<file path="config.mk">
export PLATFORM = sky130hd
export DESIGN_NAME = adc0809_scan_ctrl
export DESIGN_NICKNAME = d
export VERILOG_FILES = /design/src/rtl/adc0809_pkg.sv /design/src/rtl/adc0809_clk_gen.sv /design/src/rtl/adc0809_scan_ctrl.sv
export SDC_FILE = /design/constraint.sdc
export NUM_CORES = 1
export LEC_CHECK = 0
export CORE_ASPECT_RATIO = 1.4
export CORE_MARGIN = 10
export CORE_UTILIZATION = 61
export CTS_CLUSTER_DIAMETER = 50
export DETAILED_ROUTE_END_ITERATION = 6
export PLACE_DENSITY_LB_ADDON = 0.08
export SKIP_LAST_GASP = 1
export SYNTH_ARGS = -nofsm -noshare
export SYNTH_HDL_FRONTEND = slang
export SYNTH_SLANG_ARGS = --single-unit
</file>
<file path="constraint.sdc">
create_clock -name clk -period 7.44 [get_ports clk]
set_clock_uncertainty 0.15 [all_clocks]
set_input_delay 1.488 -clock clk [delete_from_list [all_inputs] [get_ports clk]]
set_output_delay 1.488 -clock clk [all_outputs]
set_load 0.005 [all_outputs]
</file>
<file path="src/rtl/adc0809_pkg.sv">
// ADC0809 scan controller shared types and constants.
// State encoding, widths, default timing and channel search.
package adc0809_pkg;

  localparam int CH_W   = 3;
  localparam int DATA_W = 8;
  localparam int N_CH   = 1 << CH_W;

  localparam int HALF_DIV_D    = 28;
  localparam int PULSE_CYC_D   = 8;
  localparam int OE_SETTLE_D   = 6;
  localparam int EOC_TIMEOUT_D = 8191;

  typedef enum logic [2:0] {
    IDLE,
    SETUP,
    PULSE,
    WAIT_LO,
    WAIT_HI,
    READ,
    DONE
  } state_t;

  // First enabled channel strictly after cur, wrapping 7 -> 0.
  // A lone enabled channel finds itself after a full lap.
  function automatic logic [CH_W-1:0] next_ch(
    input logic [N_CH-1:0] mask,
    input logic [CH_W-1:0] cur
  );
    logic [CH_W-1:0] idx;
    logic            found;
    next_ch = cur;
    found   = 1'b0;
    for (int i = 1; i <= N_CH; i++) begin
      idx = cur + CH_W'(i);
      if (!found && mask[idx]) begin
        next_ch = idx;
        found   = 1'b1;
      end
    end
  endfunction

endpackage

</file>
<file path="src/rtl/adc0809_clk_gen.sv">
// ADC0809 converter clock prescaler.
// adc_clk toggles every HALF_DIV+1 system clocks.
module adc0809_clk_gen
  import adc0809_pkg::*;
#(
  parameter int HALF_DIV = HALF_DIV_D
) (
  input  logic clk,
  input  logic rst,
  output logic adc_clk
);

  localparam int CW = $clog2(HALF_DIV + 2);

  logic [CW-1:0] cnt;

  // Free-running half-period counter; toggle on terminal count.
  always_ff @(posedge clk or negedge rst) begin
    if (!rst) begin
      cnt     <= '0;
      adc_clk <= 1'b0;
    end else if (cnt == CW'(HALF_DIV)) begin
      cnt     <= '0;
      adc_clk <= ~adc_clk;
    end else begin
      cnt <= cnt + CW'(1);
    end
  end

endmodule

</file>
<file path="src/rtl/adc0809_scan_ctrl.sv">
// ADC0809 round-robin scan sequencer.
// Drives address/ALE/START/OE and delivers tagged results.
module adc0809_scan_ctrl
  import adc0809_pkg::*;
#(
  parameter int HALF_DIV    = HALF_DIV_D,
  parameter int PULSE_CYC   = PULSE_CYC_D,
  parameter int OE_SETTLE   = OE_SETTLE_D,
  parameter int EOC_TIMEOUT = EOC_TIMEOUT_D
) (
  input  logic              clk,
  input  logic              rst,
  input  logic              en,
  input  logic [N_CH-1:0]   ch_mask,
  output logic              adc_clk,
  output logic [CH_W-1:0]   adc_addr,
  output logic              adc_ale,
  output logic              adc_start,
  input  logic              adc_eoc,
  output logic              adc_oe,
  input  logic [DATA_W-1:0] adc_data,
  output logic [DATA_W-1:0] data_out,
  output logic [CH_W-1:0]   ch_out,
  output logic              data_valid,
  output logic              timeout_err,
  output logic              busy
);

  localparam int CNT_MAX =
    (PULSE_CYC > OE_SETTLE) ? PULSE_CYC : OE_SETTLE;
  localparam int CNT_W = $clog2(CNT_MAX + 1);
  localparam int TMO_W = $clog2(EOC_TIMEOUT + 1);

  state_t            state;
  state_t            state_n;
  logic [CNT_W-1:0]  cnt;
  logic [TMO_W-1:0]  tmo;
  logic [CH_W-1:0]   cur_ch;
  logic [CH_W-1:0]   sel_ch;
  logic              eoc_m;
  logic              eoc_s;
  logic              go;
  logic              ld_ch;
  logic              cap;
  logic              tmo_hit;
  logic              pulse_end;
  logic              read_end;
  logic              tmo_last;
  logic              timed;

  adc0809_clk_gen #(
    .HALF_DIV (HALF_DIV)
  ) u_clk_gen (
    .clk     (clk),
    .rst     (rst),
    .adc_clk (adc_clk)
  );

  assign sel_ch    = next_ch(ch_mask, cur_ch);
  assign go        = en && (ch_mask != '0);
  assign pulse_end = cnt == CNT_W'(PULSE_CYC - 1);
  assign read_end  = cnt == CNT_W'(OE_SETTLE - 1);
  assign tmo_last  = tmo == TMO_W'(EOC_TIMEOUT - 1);
  assign timed     = (state == WAIT_LO) || (state == WAIT_HI);

  // Two-flop synchroniser for the asynchronous EOC pin.
  always_ff @(posedge clk or negedge rst) begin
    if (!rst) begin
      eoc_m <= 1'b0;
      eoc_s <= 1'b0;
    end else begin
      eoc_m <= adc_eoc;
      eoc_s <= eoc_m;
    end
  end

  // State register.
  always_ff @(posedge clk or negedge rst) begin
    if (!rst) state <= IDLE;
    else      state <= state_n;
  end

  // Next-state decode; a timeout exits exactly like DONE.
  always_comb begin
    state_n = state;
    ld_ch   = 1'b0;
    cap     = 1'b0;
    tmo_hit = 1'b0;
    unique case (state)
      IDLE: begin
        if (go) begin
          state_n = SETUP;
          ld_ch   = 1'b1;
        end
      end
      SETUP: begin
        if (pulse_end) state_n = PULSE;
      end
      PULSE: begin
        if (pulse_end) state_n = WAIT_LO;
      end
      WAIT_LO: begin
        if (!eoc_s)        state_n = WAIT_HI;
        else if (tmo_last) tmo_hit = 1'b1;
      end
      WAIT_HI: begin
        if (eoc_s)         state_n = READ;
        else if (tmo_last) tmo_hit = 1'b1;
      end
      READ: begin
        if (read_end) begin
          state_n = DONE;
          cap     = 1'b1;
        end
      end
      DONE: begin
        state_n = go ? SETUP : IDLE;
        ld_ch   = go;
      end
      default: state_n = IDLE;
    endcase
    if (tmo_hit) begin
      state_n = go ? SETUP : IDLE;
      ld_ch   = go;
    end
  end

  // Phase counter restarts on every state change.
  always_ff @(posedge clk or negedge rst) begin
    if (!rst) begin
      cnt <= '0;
    end else if (state_n != state) begin
      cnt <= '0;
    end else if (state == SETUP || state == PULSE ||
                 state == READ) begin
      cnt <= cnt + CNT_W'(1);
    end
  end

  // EOC watchdog spans both wait states.
  always_ff @(posedge clk or negedge rst) begin
    if (!rst) begin
      tmo <= '0;
    end else if (state_n == WAIT_LO && state != WAIT_LO) begin
      tmo <= '0;
    end else if (timed) begin
      tmo <= tmo + TMO_W'(1);
    end
  end

  // Registered pin and result outputs, decoded from next state.
  always_ff @(posedge clk or negedge rst) begin
    if (!rst) begin
      cur_ch      <= '1;
      adc_addr    <= '0;
      adc_ale     <= 1'b0;
      adc_start   <= 1'b0;
      adc_oe      <= 1'b0;
      data_out    <= '0;
      ch_out      <= '0;
      data_valid  <= 1'b0;
      timeout_err <= 1'b0;
      busy        <= 1'b0;
    end else begin
      adc_ale     <= state_n == PULSE;
      adc_start   <= state_n == PULSE;
      adc_oe      <= state_n == READ;
      data_valid  <= cap;
      timeout_err <= tmo_hit;
      busy        <= state_n != IDLE;
      if (ld_ch) begin
        cur_ch   <= sel_ch;
        adc_addr <= sel_ch;
      end
      if (cap) begin
        data_out <= adc_data;
        ch_out   <= adc_addr;
      end
    end
  end

endmodule

</file>
== Yosys cells after proc, flatten, opt, wreduce, memory -nomap -nowiden ==
Index checks and enable logic that the tools add are counted.
Cells by class
  equality and inequality tests: 15
  bitwise operators: 1
  add/subtract/negate cells: 10
  reductions and logical operators: 24
  mux-type cells: 54
  $lt $le $gt $ge: 8
Operators with widths (count)
  $mux 3: 15
  $lt 3x4->1 const B: 8
  $mux 13: 2
  $bmux 1 s3: 8
  $mux 1: 23
  $pmux 3 s7: 1
  $add 13x1->13 const B: 1
  $eq 13x13->1 const B: 1
  $add 3x3->3 const B: 4
  $eq 3x2->1 const B: 4
  $eq 3x3->1 const B: 4
  $logic_and 1x1->1: 9
  $eq 4x3->1 const B: 2
  $mux 4: 2
  $reduce_bool 8->1: 1
  $logic_not 1->1: 7
  $add 3x2->3 const B: 2
  $add 5x1->5 const B: 1
  $eq 5x5->1 const B: 1
  $mux 5: 1
  $add 4x1->4 const B: 1
  $pmux 1 s2: 2
  $reduce_bool 2->1: 2
  $add 3x1->3 const B: 1
  7 further kinds: 9
Word-level totals
  register bits: 50

== Longest topological paths before layout ==
Gate-level depths: netlist of run 1.
  word-level depth: 25
  depth in mapped cells: 12
  depth with buffers taken out: 8

== Hierarchy ==
A second synthesis of run 1 with hierarchy kept.
Unflattened totals
  cell total of the unflattened synthesis: 313
  area, all modules: 3330.7 um2
By module, submodules not included
  adc0809_scan_ctrl: cells an instance 289, seq. area each 1104.8 um2, area each 3046.7 um2, times used 1
  adc0809_clk_gen: cells an instance 24, seq. area each 150.1 um2, area each 284.0 um2, times used 1

== Worst setup path after synthesis of run 1 ==
Ideal clock, no wire load.
  path kind: input to register
  start: input port ch_mask[3]
  end: register adc_addr[0]
  slack: 4.008 ns
  cell stages on the path: 6
  library setup time: 0.126 ns
  data arrival time: 3.156 ns
  buffers on the path: 0
  cell sequence: mux4_2 and2_4 a2111o_1 or2_1 and4_4 a221o_1
On the way
  cells in the longest elaborated chain, start to end: 24
  elaborated cells between the ends (all ways): 50
  those cells by class: mux (34); reduce/logical (16)
RTL lines
  start, declared: line adc0809_scan_ctrl.sv:14  | input logic [N_CH-1:0] ch_mask,
  $bmux 1 s3: line adc0809_pkg.sv:36  | if (!found && mask[idx]) begin
  $mux 1 (implied by the code): line adc0809_pkg.sv:36
  $mux 1: line adc0809_pkg.sv:36
  $logic_not 1->1: line adc0809_pkg.sv:36
  $logic_and 1x1->1: line adc0809_pkg.sv:36
  $mux 1: line adc0809_pkg.sv:36
  $logic_not 1->1: line adc0809_pkg.sv:36
  $logic_and 1x1->1: line adc0809_pkg.sv:36
  [8 not listed]
  $logic_and 1x1->1: line adc0809_pkg.sv:36
  $mux 1: line adc0809_pkg.sv:36
  $logic_not 1->1: line adc0809_pkg.sv:36
  $logic_and 1x1->1: line adc0809_pkg.sv:36
  $mux 1: line adc0809_pkg.sv:36
  $logic_not 1->1: line adc0809_pkg.sv:36
  $logic_and 1x1->1: line adc0809_pkg.sv:36
  $mux 3: line adc0809_pkg.sv:36
  end signal, assigned: line adc0809_scan_ctrl.sv:173  | adc_addr <= sel_ch;
  end, declared: line adc0809_scan_ctrl.sv:16  | output logic [CH_W-1:0] adc_addr,
Parallel ways exist; a longest one is shown, timed or not. The select of a mux whose other input is x is not followed.
A chain may end at the register's enable or synchronous reset.

== Final worst setup path of run 1 ==
  start: register cur_ch[0]
  end: register adc_addr[0]
On the way
  cells in the longest elaborated chain, start to end: 25
  elaborated cells between the ends (all ways): 52
  those cells by class: add/sub (7); mux (31); reduce/logical (14)
RTL lines
  start, declared: line adc0809_scan_ctrl.sv:38  | logic [CH_W-1:0] cur_ch;
  start signal, assigned: line adc0809_scan_ctrl.sv:172  | cur_ch <= sel_ch;
  $add 3x1->3: line adc0809_pkg.sv:35  | idx = cur + CH_W'(i);
  $bmux 1 s3: line adc0809_pkg.sv:36
  $mux 1 (implied by the code): line adc0809_pkg.sv:36
  $mux 1: line adc0809_pkg.sv:36
  $logic_not 1->1: line adc0809_pkg.sv:36
  $logic_and 1x1->1: line adc0809_pkg.sv:36
  $mux 1: line adc0809_pkg.sv:36
  $logic_not 1->1: line adc0809_pkg.sv:36
  [9 not listed]
  $logic_and 1x1->1: line adc0809_pkg.sv:36
  $mux 1: line adc0809_pkg.sv:36
  $logic_not 1->1: line adc0809_pkg.sv:36
  $logic_and 1x1->1: line adc0809_pkg.sv:36
  $mux 1: line adc0809_pkg.sv:36
  $logic_not 1->1: line adc0809_pkg.sv:36
  $logic_and 1x1->1: line adc0809_pkg.sv:36
  $mux 3 *: line adc0809_pkg.sv:36
Every way passes the cells marked *; elsewhere a longest branch is shown, timed or not. The select of a mux whose other input is x is not followed.

==> impl_table.tex, run 1 <==
\begin{tabular}{lr}
\hline
Metric & Value \\
\hline
\multicolumn{2}{l}{\textbf{Synthesis}} \\
\quad Post-synth top area share & between 30\% and 40\% \\
\quad Synthesized cell area & 3420 um\^{}2 \\
\quad Number of flip-flops and latches in the synthesized netlist & 50 \\
\quad Top cells by area, synth & sky130\_fd\_sc\_hd\_\_dfrtp\_1, sky130\_fd\_sc\_hd\_\_mux4\_2, sky130\_fd\_sc\_hd\_\_mux2\_2 \\
\quad Instance count of the mapped netlist & 330 \\
\quad Netlist cell types & 70 \\
\quad Mapped Nets & 358 \\
\quad Async set-or-reset flop fraction in the synthesized netlist & 100\% \\
\quad Sequential-to-total area share from yosys stat & 36.7\% \\
\quad Synthesized area divided by synthesized cell count & 10.4 um\^{}2 \\
\quad Main synth FF type & sky130\_fd\_sc\_hd\_\_dfrtp\_1 \\
\quad Count of flip-flops with a built-in enable after synthesis & 0 \\
\quad Synth Warn \# & 0 \\
\quad Post-synth top area cell & sky130\_fd\_sc\_hd\_\_dfrtp\_1 \\
\multicolumn{2}{l}{\textbf{Setup path}} \\
\quad Arrival time of the worst setup path & 3.88 ns \\
\quad Setup slack, reg-to-reg & 3.60 ns \\
\quad Reg2Reg Launch Point & cur\_ch[0]\$\_DFFE\_PN1P\_ \\
\quad Max FO, Critical Path & 24 \\
\quad Kind of critical path & reg2reg \\
\quad CP startpoint & cur\_ch[0]\$\_DFFE\_PN1P\_ \\
\quad Crit path launch type & register \\
\quad Endpoint kind of the worst setup timing path & register \\
\quad Capturing point of the worst reg2reg path & adc\_addr[0]\$\_DFFE\_PN0P\_ \\
\quad Register-to-Register Path Depth & 7 \\
\quad Data required time at the worst endpoint & 7.48 ns \\
\multicolumn{2}{l}{\textbf{Worst hold path}} \\
\quad Hold Path Sink & eoc\_s\$\_DFF\_PN0\_ \\
\quad Min-delay src & eoc\_m\$\_DFF\_PN0\_ \\
\quad Hold WC Path Type & reg2reg \\
\quad Worst hold path stage count & 0 \\
\multicolumn{2}{l}{\textbf{CTS}} \\
\quad CTS Hold Bufs & 0 \\
\quad Setup Fix Bufs, Post-CTS & 0 \\
\quad Number of H-tree branching levels & 2 \\
\quad CTS root buffer & sky130\_fd\_sc\_hd\_\_clkbuf\_8 \\
\quad CTS tree & yes \\
\quad TritonCTS Sinks & 50 \\
\quad Clk Latency, worst-skew pair & 0.30 ns \\
\quad Post-CTS Resized & 0 \\
\quad CTS max path bufs & 2 \\
\quad Number of clock buffers inserted by TritonCTS & 5 \\
\quad Clock-pin slew reported for the worst setup and hold paths after clock tree synthesis & 0.10 ns \\
\multicolumn{2}{l}{\textbf{Status}} \\
\quad Outcome & finished clean \\
\multicolumn{2}{l}{\textbf{Floorplan}} \\
\quad Die Outline Area & 9040 um\^{}2 \\
\quad Initial standard-cell utilization of the core & 62.3\% \\
\quad Number of top-level pins & 41 \\
\quad Count of standard-cell rows & 32 \\
\quad Die Y & roughly 110 um \\
\quad Std-Cell Core Area & 5490 um\^{}2 \\
\quad Width of the die & approximately 83 um \\
\multicolumn{2}{l}{\textbf{Layout}} \\
\quad N\_diodes & 0 \\
\quad Leading cell type in the layout, fill and taps excluded & sky130\_fd\_sc\_hd\_\_dfrtp\_1 \\
\quad Ratio of cells with drive above 1 in the final layout & between 10\% and 20\% \\
\quad Final Net Count & about 400 \\
\quad Most frequent cells in the layout & sky130\_fd\_sc\_hd\_\_dfrtp\_1, sky130\_fd\_sc\_hd\_\_clkdlybuf4s50\_1, sky130\_fd\_sc\_hd\_\_nor2\_1 \\
\quad Post-route non-filler standard cell count & 430 \\
\quad Count of filler cells inserted in the layout & 453 \\
\quad Area growth from synthesis to layout & 15.0\% \\
\multicolumn{2}{l}{\textbf{STA}} \\
\quad Setup Viol. Count Final & 0 \\
\quad Unrepaired setup endpoints after global routing & no \\
\quad Final period utilization & between 50\% and 60\% \\
\quad Fin crit period & 3.84 ns \\
\quad Worst slew margin & 18.5\% \\
\quad Count of pins over their slew limit & 0 \\
\quad Total count of hold-check failures in the final report & 0 \\
\quad Aggregate negative setup slack & 0 ns \\
\quad Transition time at the pin with the least slew margin & $\sim$1.2 ns \\
\quad Achievable frequency & 0.260 GHz \\
\multicolumn{2}{l}{\textbf{GRT}} \\
\quad Global-route congestion overflow total & 0 \\
\quad Via count of the first global-routing pass & 2,700 \\
\quad Number of antenna violations at the first check in global routing & 0 \\
\quad Largest net degree at the start of global routing & 51 \\
\quad Global-route usage over all layers & 16.7\% \\
\quad Global-route wire length before repair & 12.9 mm \\
\multicolumn{2}{l}{\textbf{Place}} \\
\quad Count of port buffers added during placement & 40 \\
\quad Placed instance count & 422 \\
\quad Final GP Congestion & 0.947 \\
\quad Dpl hpwl & 5.72 mm \\
\multicolumn{2}{l}{\textbf{Pwr}} \\
\quad Max IR drop VDD & 0.000210 V \\
\quad Lkg Pwr & 1.67 nW \\
\quad Areal power density over the cells & 358 nW/um\^{}2 \\
\multicolumn{2}{l}{\textbf{Detailed routing}} \\
\quad Remaining number of nets flagged by the antenna check after routing & 0 \\
\quad Number of remaining DRC errors & 0 \\
\quad Via count & 2,754 \\
\quad Routed length per placed instance & $\sim$18 um \\
\quad Ratio of routed vias to standard cells & around 6.4 \\
\quad Number of violations reported at the end of detailed-routing iteration 0 & 160 \\
\quad Detailed-route wire length & around 7.6 mm \\
\quad First-pass iteration count of the detailed router & 4 \\
\multicolumn{2}{l}{\textbf{Flow run}} \\
\quad \# Max-Cap Violations & 0 \\
\hline
\end{tabular}
-- worst max-delay path, cell delays in order, from the launching register on --
cell                       delay, ns
sky130_fd_sc_hd__dfstp_2        0.96
sky130_fd_sc_hd__inv_1          0.20
sky130_fd_sc_hd__ha_1           0.80
sky130_fd_sc_hd__mux4_2         0.48
sky130_fd_sc_hd__mux2_2         0.33
sky130_fd_sc_hd__a211oi_1       0.34
sky130_fd_sc_hd__a21oi_1        0.16
sky130_fd_sc_hd__a221o_1        0.30
-- stage by stage --
step           total power, mW  area [um^2]  util (%)  setup WS [ns]  hold slack (ns)
2_1_floorplan             1.02         3420         -           4.01            0.181
4_1_cts                   1.40         3930      71.7           3.62            0.209
6_report                  1.41         3930      71.7           3.60            0.205
3_3_place_gp              1.19         3820      69.6           3.41            0.184
5_1_grt                   1.51         3930      71.7           3.30            0.229
3_5_place_dp              1.21         3820      69.6           3.34            0.187
-- how the worst max path moves through the flow --
stage | endpoint | depth (start not counted)
floorplan | adc_addr[0]$_DFFE_PN0P_ | 6
global placement | adc_addr[0]$_DFFE_PN0P_ | 7
detailed placement | adc_addr[0]$_DFFE_PN0P_ | 7
CTS | adc_addr[1]$_DFFE_PN0P_ | 7
global route | cur_ch[1]$_DFFE_PN1P_ | 7
finish | adc_addr[0]$_DFFE_PN0P_ | 7
-- cells by family after synthesis --
kind of cell,Yosys count,synth area share (%)
flops,50,36.7
xor+xnor,18,4.61
simple gates,108,17.2
buf+inv,29,3.99
compound gates,69,14.8
fa+ha+maj,8,2.93
mux,48,19.8
-- metal layers --
metal  GRT usage (%)  part of all wire, %  routed length (um)  up-vias
met1            19.5                   41                3130     1357
met5               0                    0                   0        -
met2            29.3                   52                3930       72
met4            7.80                  3.3                 248        0
li1                -                    -                   -     1303
met3            2.78                  3.5                 261       22
-- state kept, by name, summed over array words and instances, names as in the netlist, 3 cells and up --
register and count:
data_out 8, cur_ch 3, ch_out 3, u_clk_gen.cnt 5, state 3, adc_addr 3, cnt 4, tmo 13
-- Yosys cell counts (3+ instances only) --
library cell	n
sky130_fd_sc_hd__clkbuf_1	8
sky130_fd_sc_hd__a21oi_1	11
sky130_fd_sc_hd__nor3_1	12
sky130_fd_sc_hd__mux2i_1	13
sky130_fd_sc_hd__nand4_1	9
sky130_fd_sc_hd__inv_1	12
sky130_fd_sc_hd__nand2_1	20
sky130_fd_sc_hd__dfrtp_1	47
sky130_fd_sc_hd__o21ai_0	10
sky130_fd_sc_hd__buf_2	4
sky130_fd_sc_hd__a211oi_1	3
sky130_fd_sc_hd__mux4_2	12
sky130_fd_sc_hd__xnor2_1	7
sky130_fd_sc_hd__mux2_2	20
sky130_fd_sc_hd__o211ai_1	8
sky130_fd_sc_hd__and4_1	3
sky130_fd_sc_hd__ha_1	8
sky130_fd_sc_hd__and2_1	4
sky130_fd_sc_hd__or3_1	4
sky130_fd_sc_hd__nand3_1	7
sky130_fd_sc_hd__a21o_1	3
sky130_fd_sc_hd__nor2b_1	7
sky130_fd_sc_hd__nor4_1	3
sky130_fd_sc_hd__o22ai_1	5
sky130_fd_sc_hd__xor2_1	11
sky130_fd_sc_hd__dfstp_2	3
sky130_fd_sc_hd__nor2_1	22
-- final cells by class --
class                   instances  area [um^2]  share of cell area [%]
repair buffers                 40          395                    10.1
well taps                      68         85.1                    2.16
flip-flops and latches         50         1250                    31.9
inverters                      13         48.8                    1.24
clock buffers                   5         68.8                    1.75
clock inverters                 3         45.0                    1.15
multi-input cells             251         2030                    51.7
-- power by group --
part | leakage, nW | total (mW) | internal, mW | switching, mW
sequential | 0.645 | 0.441 | 0.336 | 0.105
clock | 0.0504 | 0.193 | 0.100 | 0.0927
combinational | 0.976 | 0.773 | 0.393 | 0.380
total | 1.67 | 1.41 | 0.830 | 0.577
Power figures use the tool's default switching activity.
==> run 2, diff against run 1 <==
--- a/config.mk
+++ b/config.mk
@@ -7,7 +7,7 @@
 export LEC_CHECK = 0
 export CORE_ASPECT_RATIO = 1.4
 export CORE_MARGIN = 10
-export CORE_UTILIZATION = 61
+export CORE_UTILIZATION = 56
 export CTS_CLUSTER_DIAMETER = 50
 export DETAILED_ROUTE_END_ITERATION = 6
 export PLACE_DENSITY_LB_ADDON = 0.08
==> constraint.sdc (replaced) <==
create_clock -name clk -period 3.8 [get_ports clk]
set_clock_uncertainty 0.15 [all_clocks]
set_input_delay 0.76 -clock clk [delete_from_list [all_inputs] [get_ports clk]]
set_output_delay 0.76 -clock clk [all_outputs]
set_load 0.005 [all_outputs]
==> run 2 against run 1 <==
Compared with the run above:
- total power rose by 94%
- via count rose by 1.2%
- design area rose by 0.73%
- clock power rose by 61%
- combinational power rose by 110%
- cell count rose by 1.9%
- critical path type is now in2reg
- critical endpoint is now adc_addr[1]$_DFFE_PN0P_
- largest power group unchanged
==> impl_table.tex, run 2 (synthesized netlist as in run 1, its figures left out) <==
\begin{tabular}{lr}
\hline
Metric & Value \\
\hline
\multicolumn{2}{l}{\textbf{Status}} \\
\quad Outcome & finished clean \\
\multicolumn{2}{l}{\textbf{CTS}} \\
\quad CTS max path bufs & 2 \\
\quad Number of H-tree branching levels & 2 \\
\quad TritonCTS Sinks & 50 \\
\quad Clk Latency, worst-skew pair & just under 0.3 ns \\
\quad CTS tree & yes \\
\quad Clock-pin slew reported for the worst setup and hold paths after clock tree synthesis & 0.09 ns \\
\quad Setup Fix Bufs, Post-CTS & 0 \\
\quad CTS Hold Bufs & 0 \\
\quad CTS root buffer & sky130\_fd\_sc\_hd\_\_clkbuf\_8 \\
\quad Post-CTS Resized & 0 \\
\quad Number of clock buffers inserted by TritonCTS & 5 \\
\multicolumn{2}{l}{\textbf{Pwr}} \\
\quad Max IR drop VDD & 0.000482 V \\
\quad Lkg Pwr & 1.70 nW \\
\quad Areal power density over the cells & $\sim$690 nW/um\^{}2 \\
\multicolumn{2}{l}{\textbf{Setup path}} \\
\quad Arrival time of the worst setup path & 3.11 ns \\
\quad Endpoint kind of the worst setup timing path & register \\
\quad Crit path launch type & primary input \\
\quad Peak per-stage delay on the critical path & 0.63 ns \\
\quad Series of cell instances along the critical path & clkdlybuf4s50\_1 -> mux2i\_1 -> mux4\_2 -> nand4\_2 -> nor3\_1 -> a2111oi\_1 -> o22ai\_1 \\
\quad Kind of critical path & in2reg \\
\quad Cell with the largest stage delay on the worst path & sky130\_fd\_sc\_hd\_\_clkdlybuf4s50\_1 \\
\quad WP buf/inv & 1 \\
\quad Largest delay share family, worst path & multiplexers \\
\quad Data required time at the worst endpoint & 3.80 ns \\
\quad Max FO, Critical Path & 9 \\
\multicolumn{2}{l}{\textbf{Place}} \\
\quad Placed instance count & 430 \\
\quad Final GP Congestion & $\sim$0.93 \\
\quad Dpl hpwl & 5.79 mm \\
\quad Count of port buffers added during placement & 40 \\
\quad Total placed instance area & about 3900 um\^{}2 \\
\multicolumn{2}{l}{\textbf{Layout}} \\
\quad Post-route non-filler standard cell count & roughly 440 \\
\quad Most flops, register & tmo \\
\quad Final Net Count & 395 \\
\quad Ratio of cells with drive above 1 in the final layout & between 10\% and 20\% \\
\quad Registers with the most flip-flops & tmo: 13 flops, data\_out: 8 flops, u\_clk\_gen.cnt: 5 flops \\
\quad Most frequent cells in the layout & sky130\_fd\_sc\_hd\_\_dfrtp\_1, sky130\_fd\_sc\_hd\_\_clkdlybuf4s50\_1, sky130\_fd\_sc\_hd\_\_nor2\_1 \\
\quad Area growth from synthesis to layout & 15.8\% \\
\quad Final design area excluding fillers & 3960 um\^{}2 \\
\quad N\_diodes & 0 \\
\quad Number of flip-flops under the largest register name & 13 \\
\quad Leading cell type in the layout, fill and taps excluded & sky130\_fd\_sc\_hd\_\_dfrtp\_1 \\
\multicolumn{2}{l}{\textbf{STA}} \\
\quad Unrepaired setup endpoints after global routing & no \\
\quad Fin crit period & 3.11 ns \\
\quad Total count of hold-check failures in the final report & 0 \\
\quad Aggregate negative setup slack & 0 ns \\
\quad Count of pins over their slew limit & 0 \\
\quad Achievable frequency & between 0.3 and 0.4 GHz \\
\quad Worst slew margin & 17.2\% \\
\quad Setup Viol. Count Final & 0 \\
\quad Transition time at the pin with the least slew margin & 1.23 ns \\
\quad Final period utilization & between 80\% and 90\% \\
\quad Worst slack on hold paths & 0.209 ns \\
\multicolumn{2}{l}{\textbf{GRT}} \\
\quad Via count of the first global-routing pass & about 2,700 \\
\quad Global-route usage over all layers & 15.5\% \\
\quad Number of antenna violations at the first check in global routing & 0 \\
\quad Global-route wire length before repair & 12.7 mm \\
\quad Global-route congestion overflow total & 0 \\
\quad Largest net degree at the start of global routing & 51 \\
\multicolumn{2}{l}{\textbf{Worst hold path}} \\
\quad Hold WC Path Type & reg2reg \\
\multicolumn{2}{l}{\textbf{Detailed routing}} \\
\quad Remaining number of nets flagged by the antenna check after routing & 0 \\
\quad Total length of routed met2 wires & 3.89 mm \\
\quad Number of violations reported at the end of detailed-routing iteration 0 & 133 \\
\quad First-pass iteration count of the detailed router & 5 \\
\quad Number of remaining DRC errors & 0 \\
\quad Detailed-route wire length & 7.51 mm \\
\quad Routed length per placed instance & 17.2 um \\
\quad Met1 wire length & 3.08 mm \\
\quad Met3 routed wirelength & 333 um \\
\quad Uppermost signal routing layer after detailed routing & met4 \\
\quad Ratio of routed vias to standard cells & 6.37 \\
\quad Via count & 2,788 \\
\multicolumn{2}{l}{\textbf{Flow run}} \\
\quad \# Max-Cap Violations & 0 \\
\multicolumn{2}{l}{\textbf{Floorplan}} \\
\quad Die Outline Area & 9680 um\^{}2 \\
\quad Number of top-level pins & 41 \\
\quad Std-Cell Core Area & 5900 um\^{}2 \\
\quad Die Y & roughly 110 um \\
\quad Count of standard-cell rows & 33 \\
\quad Width of the die & 86.0 um \\
\quad Initial standard-cell utilization of the core & a little under 60\% \\
\hline
\end{tabular}
[run 2: cell count changes in the layout (fill, tap and decap cells not counted), sizes merged]
cell / change
bufinv: -1
buf: +6
clkinvlp: -1
clkinv: +1
clkbuf: +1
[run 2: path summary, 6_finish.rpt]
path | from | to | slack (ns) | depth (start not counted)
setup / recovery | ch_mask[7] | adc_addr[1]$_DFFE_PN0P_ | 0.69 | 7
hold / removal | eoc_m$_DFF_PN0_ | eoc_s$_DFF_PN0_ | 0.21 | 0
setup reg to reg | cur_ch[1]$_DFFE_PN1P_ | adc_addr[1]$_DFFE_PN0P_ | 0.75 | 8
hold reg to reg | eoc_m$_DFF_PN0_ | eoc_s$_DFF_PN0_ | 0.21 | 0
max in group asynchronous | rst | u_clk_gen.cnt[2]$_DFF_PN0_ | 2.32 | 1
min in group asynchronous | rst | cnt[3]$_DFFE_PN0P_ | 0.50 | 1
[run 2: cell type report]
cell class	instances	area [um^2]
Multi-Input combinational cell	251	2030
Clock inverter	2	12.5
Inverter	13	48.8
Clock buffer	6	82.6
Timing Repair Buffer	46	440
Fill cell	493	1940
Sequential cell	50	1250
Tap cell	70	87.6
[run 2: power breakdown]
part | internal, mW | switching, mW
logic | 0.805 | 0.822
clock network | 0.146 | 0.164
registers | 0.657 | 0.135
total | 1.61 | 1.12
[run 2: worst register-to-register path: cells and delay by family (launching register included)]
| kind | cells | cell delay (ns) |
|---|---|---|
| compound gates | 2 | 0.72 |
| flops | 1 | 0.54 |
| mux | 1 | 0.45 |
| xor+xnor | 1 | 0.39 |
| fa+ha+maj | 1 | 0.32 |
| simple gates | 2 | 0.27 |
| buf+inv | 1 | 0.09 |
[run 2: metal layers]
layer	vias to the layer above	track usage (%)
met3	13	2.68
met1	1362	17.9
met5	-	0
met4	0	7.05
met2	89	27.0
li1	1324	-
[run 2: stage by stage]
stage	power (mW)	setup slack (ns)	utilization, %
final	2.73	0.691	67.1
after global routing	2.94	0.615	67.1
after CTS	2.74	0.729	67.1
after detailed placement	2.41	0.418	65.5
after global placement	2.39	0.491	65.5
after floorplan	1.99	0.474	-
==> run 3, diff against run 2 <==
==> constraint.sdc (replaced) <==
create_clock -name clk -period 3 [get_ports clk]
set_clock_uncertainty 0.15 [all_clocks]
set_input_delay 0.6 -clock clk [delete_from_list [all_inputs] [get_ports clk]]
set_output_delay 0.6 -clock clk [all_outputs]
set_load 0.005 [all_outputs]
==> run 3 against run 2 <==
Compared with the run above:
- critical path depth did not move
- utilization rose by 6.5 points
- wire length increased by 15%
- largest power group unchanged
- highest routed layer unchanged
==> impl_table.tex, run 3 (synthesized netlist as in run 1, its figures left out) <==
\begin{tabular}{lr}
\hline
Metric & Value \\
\hline
\multicolumn{2}{l}{\textbf{STA}} \\
\quad Transition time at the pin with the least slew margin & $\sim$1.1 ns \\
\quad Smallest setup slack after layout & about 0.13 ns \\
\quad Count of pins over their slew limit & 0 \\
\quad Total count of hold-check failures in the final report & 0 \\
\quad Fin crit period & 2.87 ns \\
\quad Setup Viol. Count Final & 0 \\
\quad Worst slew margin & 27.7\% \\
\quad Achievable frequency & 0.348 GHz \\
\quad Final period utilization & a little over nine tenths \\
\multicolumn{2}{l}{\textbf{CTS}} \\
\quad TritonCTS Sinks & 50 \\
\quad CTS max path bufs & 2 \\
\quad Clk Latency, worst-skew pair & 0.31 ns \\
\quad CTS Hold Bufs & 0 \\
\quad CTS root buffer & sky130\_fd\_sc\_hd\_\_clkbuf\_8 \\
\quad Setup Fix Bufs, Post-CTS & 0 \\
\quad Number of clock buffers inserted by TritonCTS & 5 \\
\quad Number of H-tree branching levels & 2 \\
\quad CTS tree & yes \\
\quad Clock-pin slew reported for the worst setup and hold paths after clock tree synthesis & 0.10 ns \\
\quad Post-CTS Resized & 0 \\
\multicolumn{2}{l}{\textbf{Layout}} \\
\quad Most flops, register & tmo \\
\quad Final design area excluding fillers & 4350 um\^{}2 \\
\quad Registers with the most flip-flops & tmo: 13 flops, data\_out: 8 flops, u\_clk\_gen.cnt: 5 flops \\
\quad Post-layout util & 73.6\% \\
\quad Leading cell type in the layout, fill and taps excluded & sky130\_fd\_sc\_hd\_\_buf\_4 \\
\quad Ratio of cells with drive above 1 in the final layout & 26.7\% \\
\quad Number of flip-flops under the largest register name & 13 \\
\quad Most frequent cells in the layout & sky130\_fd\_sc\_hd\_\_buf\_4, sky130\_fd\_sc\_hd\_\_dfrtp\_1, sky130\_fd\_sc\_hd\_\_clkdlybuf4s50\_1 \\
\quad Area growth from synthesis to layout & 27.1\% \\
\quad Final Net Count & between 400 and 500 \\
\quad N\_diodes & 0 \\
\multicolumn{2}{l}{\textbf{Place}} \\
\quad Final GP Congestion & between 0.8 and 0.9 \\
\quad Count of port buffers added during placement & 40 \\
\quad Total placed instance area & approximately 4200 um\^{}2 \\
\quad Worst slack at placement & -0.133 ns \\
\quad Dpl hpwl & 6.59 mm \\
\multicolumn{2}{l}{\textbf{Setup path}} \\
\quad Peak per-stage delay on the critical path & 0.58 ns \\
\quad Data required time at the worst endpoint & between 3 and 4 ns \\
\quad Max FO, Critical Path & 19 \\
\quad Crit path launch type & register \\
\quad Series of cell instances along the critical path & buf\_6 -> mux4\_2 -> and2\_4 -> a2111o\_1 -> or2\_1 -> and4\_4 -> a221o\_1 \\
\quad Cell with the largest stage delay on the worst path & sky130\_fd\_sc\_hd\_\_mux4\_2 \\
\quad Endpoint kind of the worst setup timing path & register \\
\quad Largest delay share family, worst path & compound AO/OA/AOI/OAI gates \\
\quad Kind of critical path & reg2reg \\
\quad Arrival time of the worst setup path & 2.92 ns \\
\quad WP buf/inv & 1 \\
\multicolumn{2}{l}{\textbf{Detailed routing}} \\
\quad Number of remaining DRC errors & 0 \\
\quad Total length of routed met2 wires & 4.49 mm \\
\quad Uppermost signal routing layer after detailed routing & met4 \\
\quad Detailed-route wire length & 8.63 mm \\
\quad Met3 routed wirelength & 417 um \\
\quad Remaining number of nets flagged by the antenna check after routing & 0 \\
\quad Number of violations reported at the end of detailed-routing iteration 0 & 167 \\
\quad Met1 wire length & $\sim$3.4 mm \\
\quad First-pass iteration count of the detailed router & 4 \\
\quad Routed length per placed instance & between 15 and 20 um \\
\quad Ratio of routed vias to standard cells & 6.13 \\
\quad Via count & 2,954 \\
\multicolumn{2}{l}{\textbf{Worst hold path}} \\
\quad Hold WC Path Type & reg2reg \\
\multicolumn{2}{l}{\textbf{Pwr}} \\
\quad Max IR drop VDD & 0.000579 V \\
\quad Areal power density over the cells & 927 nW/um\^{}2 \\
\quad Lkg Pwr & 1.93 nW \\
\multicolumn{2}{l}{\textbf{Floorplan}} \\
\quad Die Y & 112 um \\
\quad Initial standard-cell utilization of the core & 57.9\% \\
\quad Die Outline Area & between 9000 and 10,000 um\^{}2 \\
\quad Width of the die & 86.0 um \\
\quad Std-Cell Core Area & 5900 um\^{}2 \\
\quad Count of standard-cell rows & 33 \\
\quad Number of top-level pins & 41 \\
\multicolumn{2}{l}{\textbf{Flow run}} \\
\quad \# Max-Cap Violations & 0 \\
\multicolumn{2}{l}{\textbf{GRT}} \\
\quad Number of antenna violations at the first check in global routing & 0 \\
\quad Global-route wire length before repair & 14.6 mm \\
\quad Largest net degree at the start of global routing & 51 \\
\quad Global-route usage over all layers & a little under a fifth \\
\quad Global-route congestion overflow total & 0 \\
\quad Via count of the first global-routing pass & 3,063 \\
\multicolumn{2}{l}{\textbf{Status}} \\
\quad Outcome & finished clean \\
\hline
\end{tabular}
-- run 3: layout make-up --
| class | count | area (um^2) |
|---|---|---|
| flip-flops and latches | 50 | 1250 |
| clock inverters | 3 | 45.0 |
| multi-input cells | 251 | 2050 |
| clock buffers | 5 | 68.8 |
| inverters | 13 | 50.0 |
| fillers | 448 | 1560 |
| well taps | 70 | 87.6 |
| repair buffers | 90 | 787 |
-- run 3: worst paths after layout --
path                                                 to  cells after the start                   from  slack [ns]
worst max-delay path            adc_addr[0]$_DFFE_PN0P_                      7  cur_ch[0]$_DFFE_PN1P_        0.13
worst min-delay path                    eoc_s$_DFF_PN0_                      0        eoc_m$_DFF_PN0_        0.21
worst max register to register  adc_addr[0]$_DFFE_PN0P_                      7  cur_ch[0]$_DFFE_PN1P_        0.13
worst min register to register          eoc_s$_DFF_PN0_                      0        eoc_m$_DFF_PN0_        0.21
max in group asynchronous       data_out[3]$_DFFE_PN0P_                      1                    rst        1.71
min in group asynchronous            cnt[0]$_DFFE_PN0P_                      1                    rst        0.33
-- run 3: per-layer routing --
metal | global-route usage [%] | vias up
met3 | 3.47 | 24
met2 | 30.9 | 87
met5 | 0 | -
li1 | - | 1410
met4 | 9.91 | 0
met1 | 20.8 | 1433
-- run 3: report_power, final --
| group | switching, mW | total, mW | internal, mW | leakage (nW) |
|---|---|---|---|---|
| clock network | 0.241 | 0.490 | 0.248 | 0.0504 |
| registers | 0.144 | 0.976 | 0.832 | 0.645 |
| logic | 1.21 | 2.56 | 1.35 | 1.23 |
| total | 1.59 | 4.03 | 2.43 | 1.93 |
-- run 3: metrics by stage --
stage | setup TNS (ns) | hold WS (ns) | cells | power [mW]
final | 0 | 0.207 | 482 | 4.03
after global routing | -0.0549 | 0.228 | 482 | 4.31
after CTS | 0 | 0.210 | 482 | 3.99
after detailed placement | -0.578 | 0.189 | 474 | 3.49
after global placement | -0.428 | 0.188 | 474 | 3.44
after floorplan | 0 | 0.154 | 330 | 2.55
